===== src/rtl/spi_master_regs_if.sv =====
// Register-bus bundle between the IPIF bridge (master) and the SPI master register block (slave).
interface spi_master_regs_if;
  logic [31:0]  bus2ip_data;
  logic [3:0]   bus2ip_wrce;
  logic [3:0]   bus2ip_rdce;
  logic [127:0] ip2bus_data;
  logic         ip2bus_wrack;
  logic         ip2bus_rdack;

  modport master (
    output bus2ip_data, bus2ip_wrce, bus2ip_rdce,
    input  ip2bus_data, ip2bus_wrack, ip2bus_rdack
  );

  modport slave (
    input  bus2ip_data, bus2ip_wrce, bus2ip_rdce,
    output ip2bus_data, ip2bus_wrack, ip2bus_rdack
  );
endinterface


===== src/rtl/spi_master_regs.sv =====
// IPIF register block (CTRL/STATUS/TXDATA/RXDATA) driving a single-word SPI master.
// Supports all four CPOL/CPHA modes; a TXDATA write while idle launches a transfer.
module spi_master_regs #(
  parameter int DATA_W     = 8,
  parameter int CLKDIV_RST = 4
) (
  input  logic            bus2ip_clk,
  input  logic            bus2ip_reset,
  spi_master_regs_if.slave bus,
  output logic            SCLK,
  output logic            MOSI,
  input  logic            MISO,
  output logic            SS_n
);

  localparam logic [7:0] CLKDIV_RST_L = 8'(CLKDIV_RST);
  localparam logic [6:0] LAST_TOG     = 7'(2 * DATA_W - 1);

  typedef enum logic [1:0] {IDLE, LEAD, SHIFT, TRAIL} state_t;

  // Register file state
  logic              cpol_q, cpol_d;
  logic              cpha_q, cpha_d;
  logic [7:0]        clkdiv_q, clkdiv_d;
  logic              done_q, done_d;
  logic              ovr_q, ovr_d;
  logic              rxvalid_q, rxvalid_d;
  logic [DATA_W-1:0] tx_q, tx_d;
  logic [DATA_W-1:0] rx_q, rx_d;
  logic              wr_armed_q, wr_armed_d;
  logic              rd_armed_q, rd_armed_d;
  logic              wrack_q, wrack_d;
  logic              rdack_q, rdack_d;

  // Transfer engine state
  state_t            state_q;
  logic [7:0]        cnt_q;
  logic [6:0]        tog_q;
  logic              sclk_q;
  logic              mosi_q;
  logic              ss_n_q;
  logic [DATA_W-1:0] shift_q;

  logic [3:0]  wr_sel;
  logic [3:0]  rd_sel;
  logic        wr_acc;
  logic        rd_acc;
  logic        busy;
  logic        start;
  logic        xfer_done;
  logic        sample_edge;
  logic        unused_data;

  function automatic logic [DATA_W-1:0] shift_in(input logic [DATA_W-1:0] v, input logic b);
    logic [DATA_W:0] t;
    t = {v, b};
    return t[DATA_W-1:0];
  endfunction

  // Lowest set chip-enable bit wins when the bridge presents a non-one-hot pattern.
  assign wr_sel    = bus.bus2ip_wrce & (~bus.bus2ip_wrce + 4'd1);
  assign rd_sel    = bus.bus2ip_rdce & (~bus.bus2ip_rdce + 4'd1);
  assign wr_acc    = (bus.bus2ip_wrce != 4'b0) && wr_armed_q;
  assign rd_acc    = (bus.bus2ip_rdce != 4'b0) && rd_armed_q;
  assign busy      = (state_q != IDLE);
  assign start     = wr_acc && wr_sel[2] && !busy;
  assign xfer_done = (state_q == TRAIL) && (cnt_q == 8'd0);
  // CPHA=0 samples on leading toggles (even count), CPHA=1 on trailing (odd count).
  assign sample_edge = (tog_q[0] == cpha_q);
  assign unused_data = ^bus.bus2ip_data;

  assign bus.ip2bus_data[31:0]   = {16'b0, clkdiv_q, 6'b0, cpha_q, cpol_q};
  assign bus.ip2bus_data[63:32]  = {28'b0, rxvalid_q, ovr_q, done_q, busy};
  assign bus.ip2bus_data[95:64]  = 32'(tx_q);
  assign bus.ip2bus_data[127:96] = 32'(rx_q);
  assign bus.ip2bus_wrack        = wrack_q;
  assign bus.ip2bus_rdack        = rdack_q;

  assign SCLK = sclk_q;
  assign MOSI = mosi_q;
  assign SS_n = ss_n_q;

  always_comb begin
    cpol_d     = cpol_q;
    cpha_d     = cpha_q;
    clkdiv_d   = clkdiv_q;
    done_d     = done_q;
    ovr_d      = ovr_q;
    rxvalid_d  = rxvalid_q;
    tx_d       = tx_q;
    rx_d       = rx_q;
    wrack_d    = wr_acc;
    rdack_d    = rd_acc;
    wr_armed_d = wr_armed_q;
    rd_armed_d = rd_armed_q;

    // An accepted strobe disarms until the bridge drops its chip-enable.
    if (wr_acc)                         wr_armed_d = 1'b0;
    else if (bus.bus2ip_wrce == 4'b0)   wr_armed_d = 1'b1;
    if (rd_acc)                         rd_armed_d = 1'b0;
    else if (bus.bus2ip_rdce == 4'b0)   rd_armed_d = 1'b1;

    if (wr_acc) begin
      if (wr_sel[0] && !busy) begin
        cpol_d   = bus.bus2ip_data[0];
        cpha_d   = bus.bus2ip_data[1];
        clkdiv_d = bus.bus2ip_data[15:8];
      end
      if (wr_sel[1]) begin
        done_d = done_q & ~bus.bus2ip_data[1];
        ovr_d  = ovr_q  & ~bus.bus2ip_data[2];
      end
      if (wr_sel[2] && !busy) begin
        tx_d   = bus.bus2ip_data[DATA_W-1:0];
        done_d = 1'b0;
      end
    end

    if (rd_acc && rd_sel[3]) rxvalid_d = 1'b0;

    // Completion overrides same-edge clears; a coincident RXDATA read counts as consumed.
    if (xfer_done) begin
      done_d    = 1'b1;
      rx_d      = shift_q;
      rxvalid_d = 1'b1;
      if (rxvalid_q && !(rd_acc && rd_sel[3])) ovr_d = 1'b1;
    end
  end

  always_ff @(posedge bus2ip_clk or posedge bus2ip_reset) begin
    if (bus2ip_reset) begin
      cpol_q     <= 1'b0;
      cpha_q     <= 1'b0;
      clkdiv_q   <= CLKDIV_RST_L;
      done_q     <= 1'b0;
      ovr_q      <= 1'b0;
      rxvalid_q  <= 1'b0;
      tx_q       <= '0;
      rx_q       <= '0;
      wrack_q    <= 1'b0;
      rdack_q    <= 1'b0;
      wr_armed_q <= 1'b1;
      rd_armed_q <= 1'b1;
    end else begin
      cpol_q     <= cpol_d;
      cpha_q     <= cpha_d;
      clkdiv_q   <= clkdiv_d;
      done_q     <= done_d;
      ovr_q      <= ovr_d;
      rxvalid_q  <= rxvalid_d;
      tx_q       <= tx_d;
      rx_q       <= rx_d;
      wrack_q    <= wrack_d;
      rdack_q    <= rdack_d;
      wr_armed_q <= wr_armed_d;
      rd_armed_q <= rd_armed_d;
    end
  end

  // Transfer FSM: every phase is CLKDIV+1 clocks, timed by a reload-on-zero down-counter.
  always_ff @(posedge bus2ip_clk or posedge bus2ip_reset) begin
    if (bus2ip_reset) begin
      state_q <= IDLE;
      cnt_q   <= 8'd0;
      tog_q   <= 7'd0;
      sclk_q  <= 1'b0;
      mosi_q  <= 1'b0;
      ss_n_q  <= 1'b1;
      shift_q <= '0;
    end else begin
      case (state_q)
        IDLE: begin
          if (start) begin
            state_q <= LEAD;
            cnt_q   <= clkdiv_q;
            tog_q   <= 7'd0;
            sclk_q  <= cpol_q;
            ss_n_q  <= 1'b0;
            shift_q <= bus.bus2ip_data[DATA_W-1:0];
            if (!cpha_q) mosi_q <= bus.bus2ip_data[DATA_W-1];
          end
        end
        LEAD: begin
          if (cnt_q == 8'd0) begin
            state_q <= SHIFT;
            cnt_q   <= clkdiv_q;
          end else begin
            cnt_q <= cnt_q - 8'd1;
          end
        end
        SHIFT: begin
          if (cnt_q == 8'd0) begin
            cnt_q  <= clkdiv_q;
            sclk_q <= ~sclk_q;
            tog_q  <= tog_q + 7'd1;
            if (sample_edge)              shift_q <= shift_in(shift_q, MISO);
            else if (tog_q != LAST_TOG)   mosi_q  <= shift_q[DATA_W-1];
            if (tog_q == LAST_TOG)        state_q <= TRAIL;
          end else begin
            cnt_q <= cnt_q - 8'd1;
          end
        end
        TRAIL: begin
          if (cnt_q == 8'd0) begin
            state_q <= IDLE;
            ss_n_q  <= 1'b1;
          end else begin
            cnt_q <= cnt_q - 8'd1;
          end
        end
        default: state_q <= IDLE;
      endcase
    end
  end

endmodule


===== src/flat_wrapper.sv =====
// flat-port wrapper written by rule: the top's interface ports become plain ports
module spi_master_regs_flat 
#(
  parameter int DATA_W     = 8,
  parameter int CLKDIV_RST = 4
)
  (bus2ip_clk, bus2ip_reset, SCLK, MOSI, MISO, SS_n, bus_bus2ip_data, bus_bus2ip_wrce, bus_bus2ip_rdce, bus_ip2bus_data, bus_ip2bus_wrack, bus_ip2bus_rdack);
  spi_master_regs_if bus_i ();
  input  logic bus2ip_clk;
  input  logic bus2ip_reset;
  output logic SCLK;
  output logic MOSI;
  input  logic MISO;
  output logic SS_n;
  input wire logic [$bits(bus_i.bus2ip_data)-1:0] bus_bus2ip_data;
  input wire logic [$bits(bus_i.bus2ip_wrce)-1:0] bus_bus2ip_wrce;
  input wire logic [$bits(bus_i.bus2ip_rdce)-1:0] bus_bus2ip_rdce;
  output wire logic [$bits(bus_i.ip2bus_data)-1:0] bus_ip2bus_data;
  output wire logic [$bits(bus_i.ip2bus_wrack)-1:0] bus_ip2bus_wrack;
  output wire logic [$bits(bus_i.ip2bus_rdack)-1:0] bus_ip2bus_rdack;
  assign bus_i.bus2ip_data = bus_bus2ip_data;
  assign bus_i.bus2ip_wrce = bus_bus2ip_wrce;
  assign bus_i.bus2ip_rdce = bus_bus2ip_rdce;
  assign bus_ip2bus_data = bus_i.ip2bus_data;
  assign bus_ip2bus_wrack = bus_i.ip2bus_wrack;
  assign bus_ip2bus_rdack = bus_i.ip2bus_rdack;
  spi_master_regs #(.DATA_W(DATA_W), .CLKDIV_RST(CLKDIV_RST)) u_core (.bus2ip_clk(bus2ip_clk), .bus2ip_reset(bus2ip_reset), .bus(bus_i), .SCLK(SCLK), .MOSI(MOSI), .MISO(MISO), .SS_n(SS_n));
endmodule

===== config.mk =====
export PLATFORM = sky130hd
export DESIGN_NAME = spi_master_regs_flat
export DESIGN_NICKNAME = d
export VERILOG_FILES = /design/src/rtl/spi_master_regs_if.sv /design/src/rtl/spi_master_regs.sv /design/src/flat_wrapper.sv
export SDC_FILE = /design/constraint.sdc
export NUM_CORES = 1
export LEC_CHECK = 0
export ABC_CLOCK_PERIOD_IN_PS = 3100
export CORE_MARGIN = 8
export CORE_UTILIZATION = 42
export CTS_CLUSTER_DIAMETER = 150
export DETAILED_ROUTE_END_ITERATION = 6
export GPL_TIMING_DRIVEN = 0
export PLACE_DENSITY = 0.82
export SYNTH_ARGS = -nofsm -noshare
export SYNTH_HDL_FRONTEND = slang
export SYNTH_SLANG_ARGS = --single-unit

===== constraint.sdc =====
create_clock -name bus2ip_clk -period 3.1 [get_ports bus2ip_clk]
set_input_delay 0.31 -clock bus2ip_clk [delete_from_list [all_inputs] [get_ports bus2ip_clk]]
set_output_delay 0.31 -clock bus2ip_clk [all_outputs]
set_load 0.03 [all_outputs]

## Word-level counts from Yosys, hierarchy flattened

Index checks and enable logic that the tools add are counted.

- Flip-flop bits (word level): 61
- Input bits: 43
- Output and inout bits: 133
- Word-level logic and storage cells: 126

- Add/sub/neg operators: 4
- Equal/unequal tests: 16
- Mux-type cells: 43
- Bitwise operators: 9
- Reduce and logical (&&, ||, !) cells: 35

Operators with widths:

| cell | number |
|---|---|
| 8-bit two-way mux | 6 |
| 8-bit one-hot mux with 3 select lines | 1 |
| 1-bit two-way mux | 23 |
| 8-bit one-hot mux with 2 select lines | 1 |
| 7-bit two-way mux | 2 |
| 7-bit one-hot mux with 2 select lines | 1 |
| 2-bit nonzero test | 7 |
| 2-bit by 1-bit != test with 1-bit output (second input constant) | 6 |
| 2-bit two-way mux | 5 |
| 1-bit logical AND | 9 |
| 4-bit zero test | 2 |
| 8-bit zero test | 1 |
| 2-bit != test (second input constant) | 4 |
| 2-bit one-hot mux with 4 select lines | 1 |
| 2-bit AND reduction | 4 |
| 4-bit nonzero test | 2 |
| 8-bit by 1-bit subtractor with 8-bit output (second input constant) | 1 |
| 7-bit by 1-bit adder with 7-bit output (second input constant) | 1 |
| 7-bit by 4-bit equality test with 1-bit output (second input constant) | 1 |
| 7-bit by 4-bit != test with 1-bit output (second input constant) | 1 |
| 1-bit one-hot mux with 2 select lines | 3 |
| 3-bit AND reduction | 2 |
| 6-bit AND reduction | 1 |
| 5-bit AND reduction | 1 |
| other kinds (16) | 21 |

## Logic depth before layout (Yosys ltp)

- Word-level depth: 8
- Gate-level depth with buffers: 8
- Gate-level depth less buffers: 6

## Worst setup path after synthesis

OpenSTA, ideal clock, no wires.

- Path kind: reg2reg
- From: reg u_core.cnt_q[0]
- To: reg u_core.tog_q[6]
- Setup time: 0.077 ns
- Arrival: 2.138 ns
- Data required time: 3.023 ns
- Path slack: 0.885 ns
- Cell stages (with the launch flop): 8
- Buffers on the path: 1
- Clock period less this slack: 2.215 ns
- Cell sequence: dfrtp_1 inv_1 ha_1 or3b_2 o31a_1 buf_6 or4_1 a21oi_1

- Word-level cells in the longest chain between the ends: 3

Ends and longest elaborated chain:

| element | RTL line | text |
|---|---|---|
| from (decl) | spi_master_regs.sv:37 | `logic [7:0] cnt_q;` |
| from (signal assigned) | spi_master_regs.sv:175 | `cnt_q <= clkdiv_q;` |
| from (signal assigned) | spi_master_regs.sv:186 | `cnt_q <= clkdiv_q;` |
| from (signal assigned) | spi_master_regs.sv:188 | `cnt_q <= cnt_q - 8'd1;` |
| 8-bit zero test | spi_master_regs.sv:192 | `if (cnt_q == 8'd0) begin` |
| 2-bit by 1-bit != test with 1-bit output (no source line) | - |  |
| 3-bit AND reduction (no source line) | - |  |
| to (signal assigned) | spi_master_regs.sv:195 | `tog_q <= tog_q + 7'd1;` |
| to (decl) | spi_master_regs.sv:38 | `logic [6:0] tog_q;` |

Every way passes these cells.
A chain may end at the register's enable or synchronous reset.

## Worst setup path after layout

- From: reg u_core.cnt_q[0]
- To: reg u_core.cnt_q[2]

- Word-level cells in the longest chain between the ends: 3
- Elaborated cells between the ends (all ways): 7
- Classes of those cells: 1 x add/sub; 1 x eq/ne; 3 x mux; 2 x reduce/logical

Ends and longest elaborated chain:

| element | RTL line | text |
|---|---|---|
| 8-bit by 1-bit subtractor with 8-bit output / 8-bit zero test (equally long branches) | - |  |
| 8-bit two-way mux, or another cell as far along | spi_master_regs.sv:204 | `if (cnt_q == 8'd0) begin` |
| 8-bit one-hot mux with 3 select lines / 2-bit AND reduction (equally long branches) | - |  |

Parallel ways exist; a longest one is shown, timed or not. The select of a mux whose other input is x is not followed.

==> results.toml <==
[run_status]
status = "completed"

[detailed_routing]
vias_per_cell = 4.546
drt_iter0_markers = 171
drt_wl_total_um = 8993
drtAntennaViolNets = 0
vias = 2932
post_drt_wl_per_cell_um = 13.94
firstDrtPassIters = 5
drcViolationCount = 0

[grt]
grt_pass1_wl_um = 14840
grt_overflow_total = 0
antenna_found_initial = 0
grt_util_all_layers_pct = 14.25
grt_max_degree = 41
grt_pass1_vias = 3004

[clock_tree]
max-clock-path-buffers = 2
cts_resized = 0
cts_tree = "yes"
cts_max_level = 3
cts.sinks = 61
clkSlewWorstSetupHoldPaths_ns = 0.07
cts_hold_buf = 0
postCtsSetupBuffers = 0
clk_latency_ns = 0.34
root_buffer = "clkbuf_8"
cts_buffers = 9

[setup_path]
reg2reg_to = "u_core.cnt_q[2]$_DFFE_PP0P_"
rr_startpoint = "u_core.cnt_q[0]$_DFFE_PP0P_"
crit_path_end_kind = "flop"
path_max_fanout = 10
worst-r2r-cell-count = 7
worstPathArrival_ns = 2.80
startpoint_type = "flop"
cp.required_ns = 3.28
crit_type = "reg2reg"
rrSetupSlack_ns = 0.48

[placement]
place.gp.congestion = 0.8159
place_hpwl_um = 7084
dpl-instance-area_um2 = 4908
port_buffers = 61
post-place-cells = 629

[synthesis]
async_flop_share_pct = 100.0
syn_area_um2 = 3779
synth.most_common_cell = "buf_4"
synthSimpleGateAreaFrac_pct = 10.66
yosys-top-cells-count = "buf_4 (105), dfrtp_1 (57), mux2_2 (43), nand2_1 (16), o21ai_0 (13)"
synthAdderAreaFrac_pct = 1.987
synthXorXnorAreaFrac_pct = 0.2318
yosysTopAreaCell = "dfrtp_1"
ys_seq_area_share_pct = 40.53
synthCells = 362
avgSynthCellArea_um2 = 10.44
yosysWarnings = 0
synth-edff-count = 0
synth_flop_cell = "dfrtp_1"
synth_top_family_by_area = "buffers and inverters"
synth_compound_area_share_pct = 9.868
synth_mux_area_share_pct = 13.08
yosys.area.top_type_share_pct = 37.75
synth_cell_type_count = 52
synth_area_leaders = "dfrtp_1 (38%), buf_4 (21%), mux2_2 (13%)"
ys_ff_latch = 61

[layout]
drive_gt1_share_pct = 33.71
multi_input_area_um2 = 1722
fillers = 712
final_cell_area_um2 = 5102
area_delta_synth_final_pct = 35.03
final_cells = 645
antenna_cells = 0
nNetsFinal = 581
regArea_um2 = 1531

[floorplanning]
initial_utilization_pct = 43.33
fp-row-count = 34
die-area_um2 = 12290
core-area_um2 = 8721
die_x_um = 110.9
ioPinCount = 176
die_h_um = 110.9

[pwr]
p_seq_share_pct = 29.3
p_per_area_nw_per_um2 = 885.9
switchingPower_mw = 1.941
total_power_mw = 4.520
swShare_pct = 42.95
max-vdd-ir-drop_mv = 0.5330
p_leak_nw = 2.537
p_comb_share_pct = 55.2
internal-power_mw = 2.579
clkPwrFrac_pct = 15.5

[sta]
rsz0062_at_grt = "no"
fin_crit_sh_pct = 84.58
fin_worst_skew_ns = 0.01062
worst_hold_slack_ns = 0.3161
final_max_slew_viol_count = 0
slew_headroom_pct = 46.68
finalHoldViolCount = 0
worstMarginPinSlew_ns = 0.7933
fmax_mhz = 381.4
finalSetupViolCount = 0
final.setup.tns_ns = 0
fin_crit_ns = 2.622

[job]
drv_cap = 0

[min_path]
hold_path.class = "in2async"
worst max-delay path: stages, from the launching register on:
cell and delay (ns):
dfrtp_1 0.43, inv_1 0.08, ha_1 0.22, nor3b_1 0.65, nand3_1 0.37, clkbuf_1 0.36, nand4_1 0.20, o311ai_0 0.14
logic make-up after synthesis:
kind of cell | count (synthesis)
other cells | 1
buf+inv | 125
flops | 61
xor+xnor | 1
compound gates | 55
fa+ha+maj | 6
simple gates | 69
mux | 44
cell usage in the layout, fill, tap and decap left out, drive strengths merged, types with 3 or more instances in the layout:
cell,count
nor2b,3
a211oi,5
nand2,16
o21ai,13
dfrtp,57
inv,10
dfstp,4
mux2,43
a22oi,4
nand4b,3
nor2,9
o31ai,5
ha,6
nor4,4
nor3,5
nand4,4
nand3,8
conb,98
clkbuf,20
buf,108
or4,6
clkinv,3
a21oi,10
clkdlybuf4s50,61
metrics by stage:
step                      setup slack [ns]  util (%)
after floorplan                     0.8846         -
after global placement              0.1881     56.05
after detailed placement            0.4865     56.28
after CTS                           0.4785     58.51
after global routing                0.2993     58.51
final                               0.4780     58.51
worst max path at each step:
| stage | cells after the start | to | slack [ns] | startpoint |
|---|---|---|---|---|
| final | 7 | u_core.cnt_q[2]$_DFFE_PP0P_ | 0.48 | u_core.cnt_q[0]$_DFFE_PP0P_ |
| after global routing | 7 | u_core.cnt_q[2]$_DFFE_PP0P_ | 0.30 | u_core.cnt_q[0]$_DFFE_PP0P_ |
| after CTS | 7 | u_core.cnt_q[2]$_DFFE_PP0P_ | 0.48 | u_core.cnt_q[0]$_DFFE_PP0P_ |
| after detailed placement | 7 | u_core.cnt_q[2]$_DFFE_PP0P_ | 0.49 | u_core.cnt_q[0]$_DFFE_PP0P_ |
| after global placement | 2 | u_core.rx_q[5]$_DFFE_PP0P_ | 0.19 | bus2ip_reset |
| after floorplan | 7 | u_core.tog_q[6]$_DFFE_PP0P_ | 0.88 | u_core.cnt_q[0]$_DFFE_PP0P_ |
power groups by stage:
stage	clock [mW]	combinational [mW]	sequential, mW
after floorplan	0	1.53	1.54
after global placement	0	2.42	1.31
after detailed placement	0	2.48	1.33
after CTS	0.708	2.49	1.32
after global routing	0.743	2.69	1.36
final	0.700	2.49	1.33
sequential cells by signal, indices dropped and copies added (netlist names):
name / cells
u_core.tx_q: 8
u_core.MOSI: 1
u_core.state_q: 2
u_core.ovr_q: 1
u_core.wr_armed_q: 1
u_core.SCLK: 1
u_core.done_q: 1
u_core.cnt_q: 8
u_core.clkdiv_q: 8
u_core.SS_n: 1
u_core.tog_q: 7
u_core.cpol_q: 1
u_core.bus.ip2bus_rdack: 1
u_core.rxvalid_q: 1
u_core.rx_q: 8
u_core.bus.ip2bus_wrack: 1
u_core.rd_armed_q: 1
u_core.cpha_q: 1
u_core.shift_q: 8
final cells by class:
class                           instances  share of cell area (%)
Clock inverter                          4                  0.9564
Multi-Input combinational cell        273                   33.74
Inverter                               10                  0.7357
Buffer                                115                   16.70
Tap cell                              108                   2.648
Timing Repair Buffer                   62                   12.36
Sequential cell                        61                   30.01
Clock buffer                           12                   2.845
layer usage:
layer,part of all wire [%],vias up,GRT usage (%)
li1,-,1423,-
met1,39,1342,15.52
met2,46,152,22.66
met3,13,15,8.225
met4,1.5,0,4.865
met5,0,-,0
(Power assumes the default switching activity.)
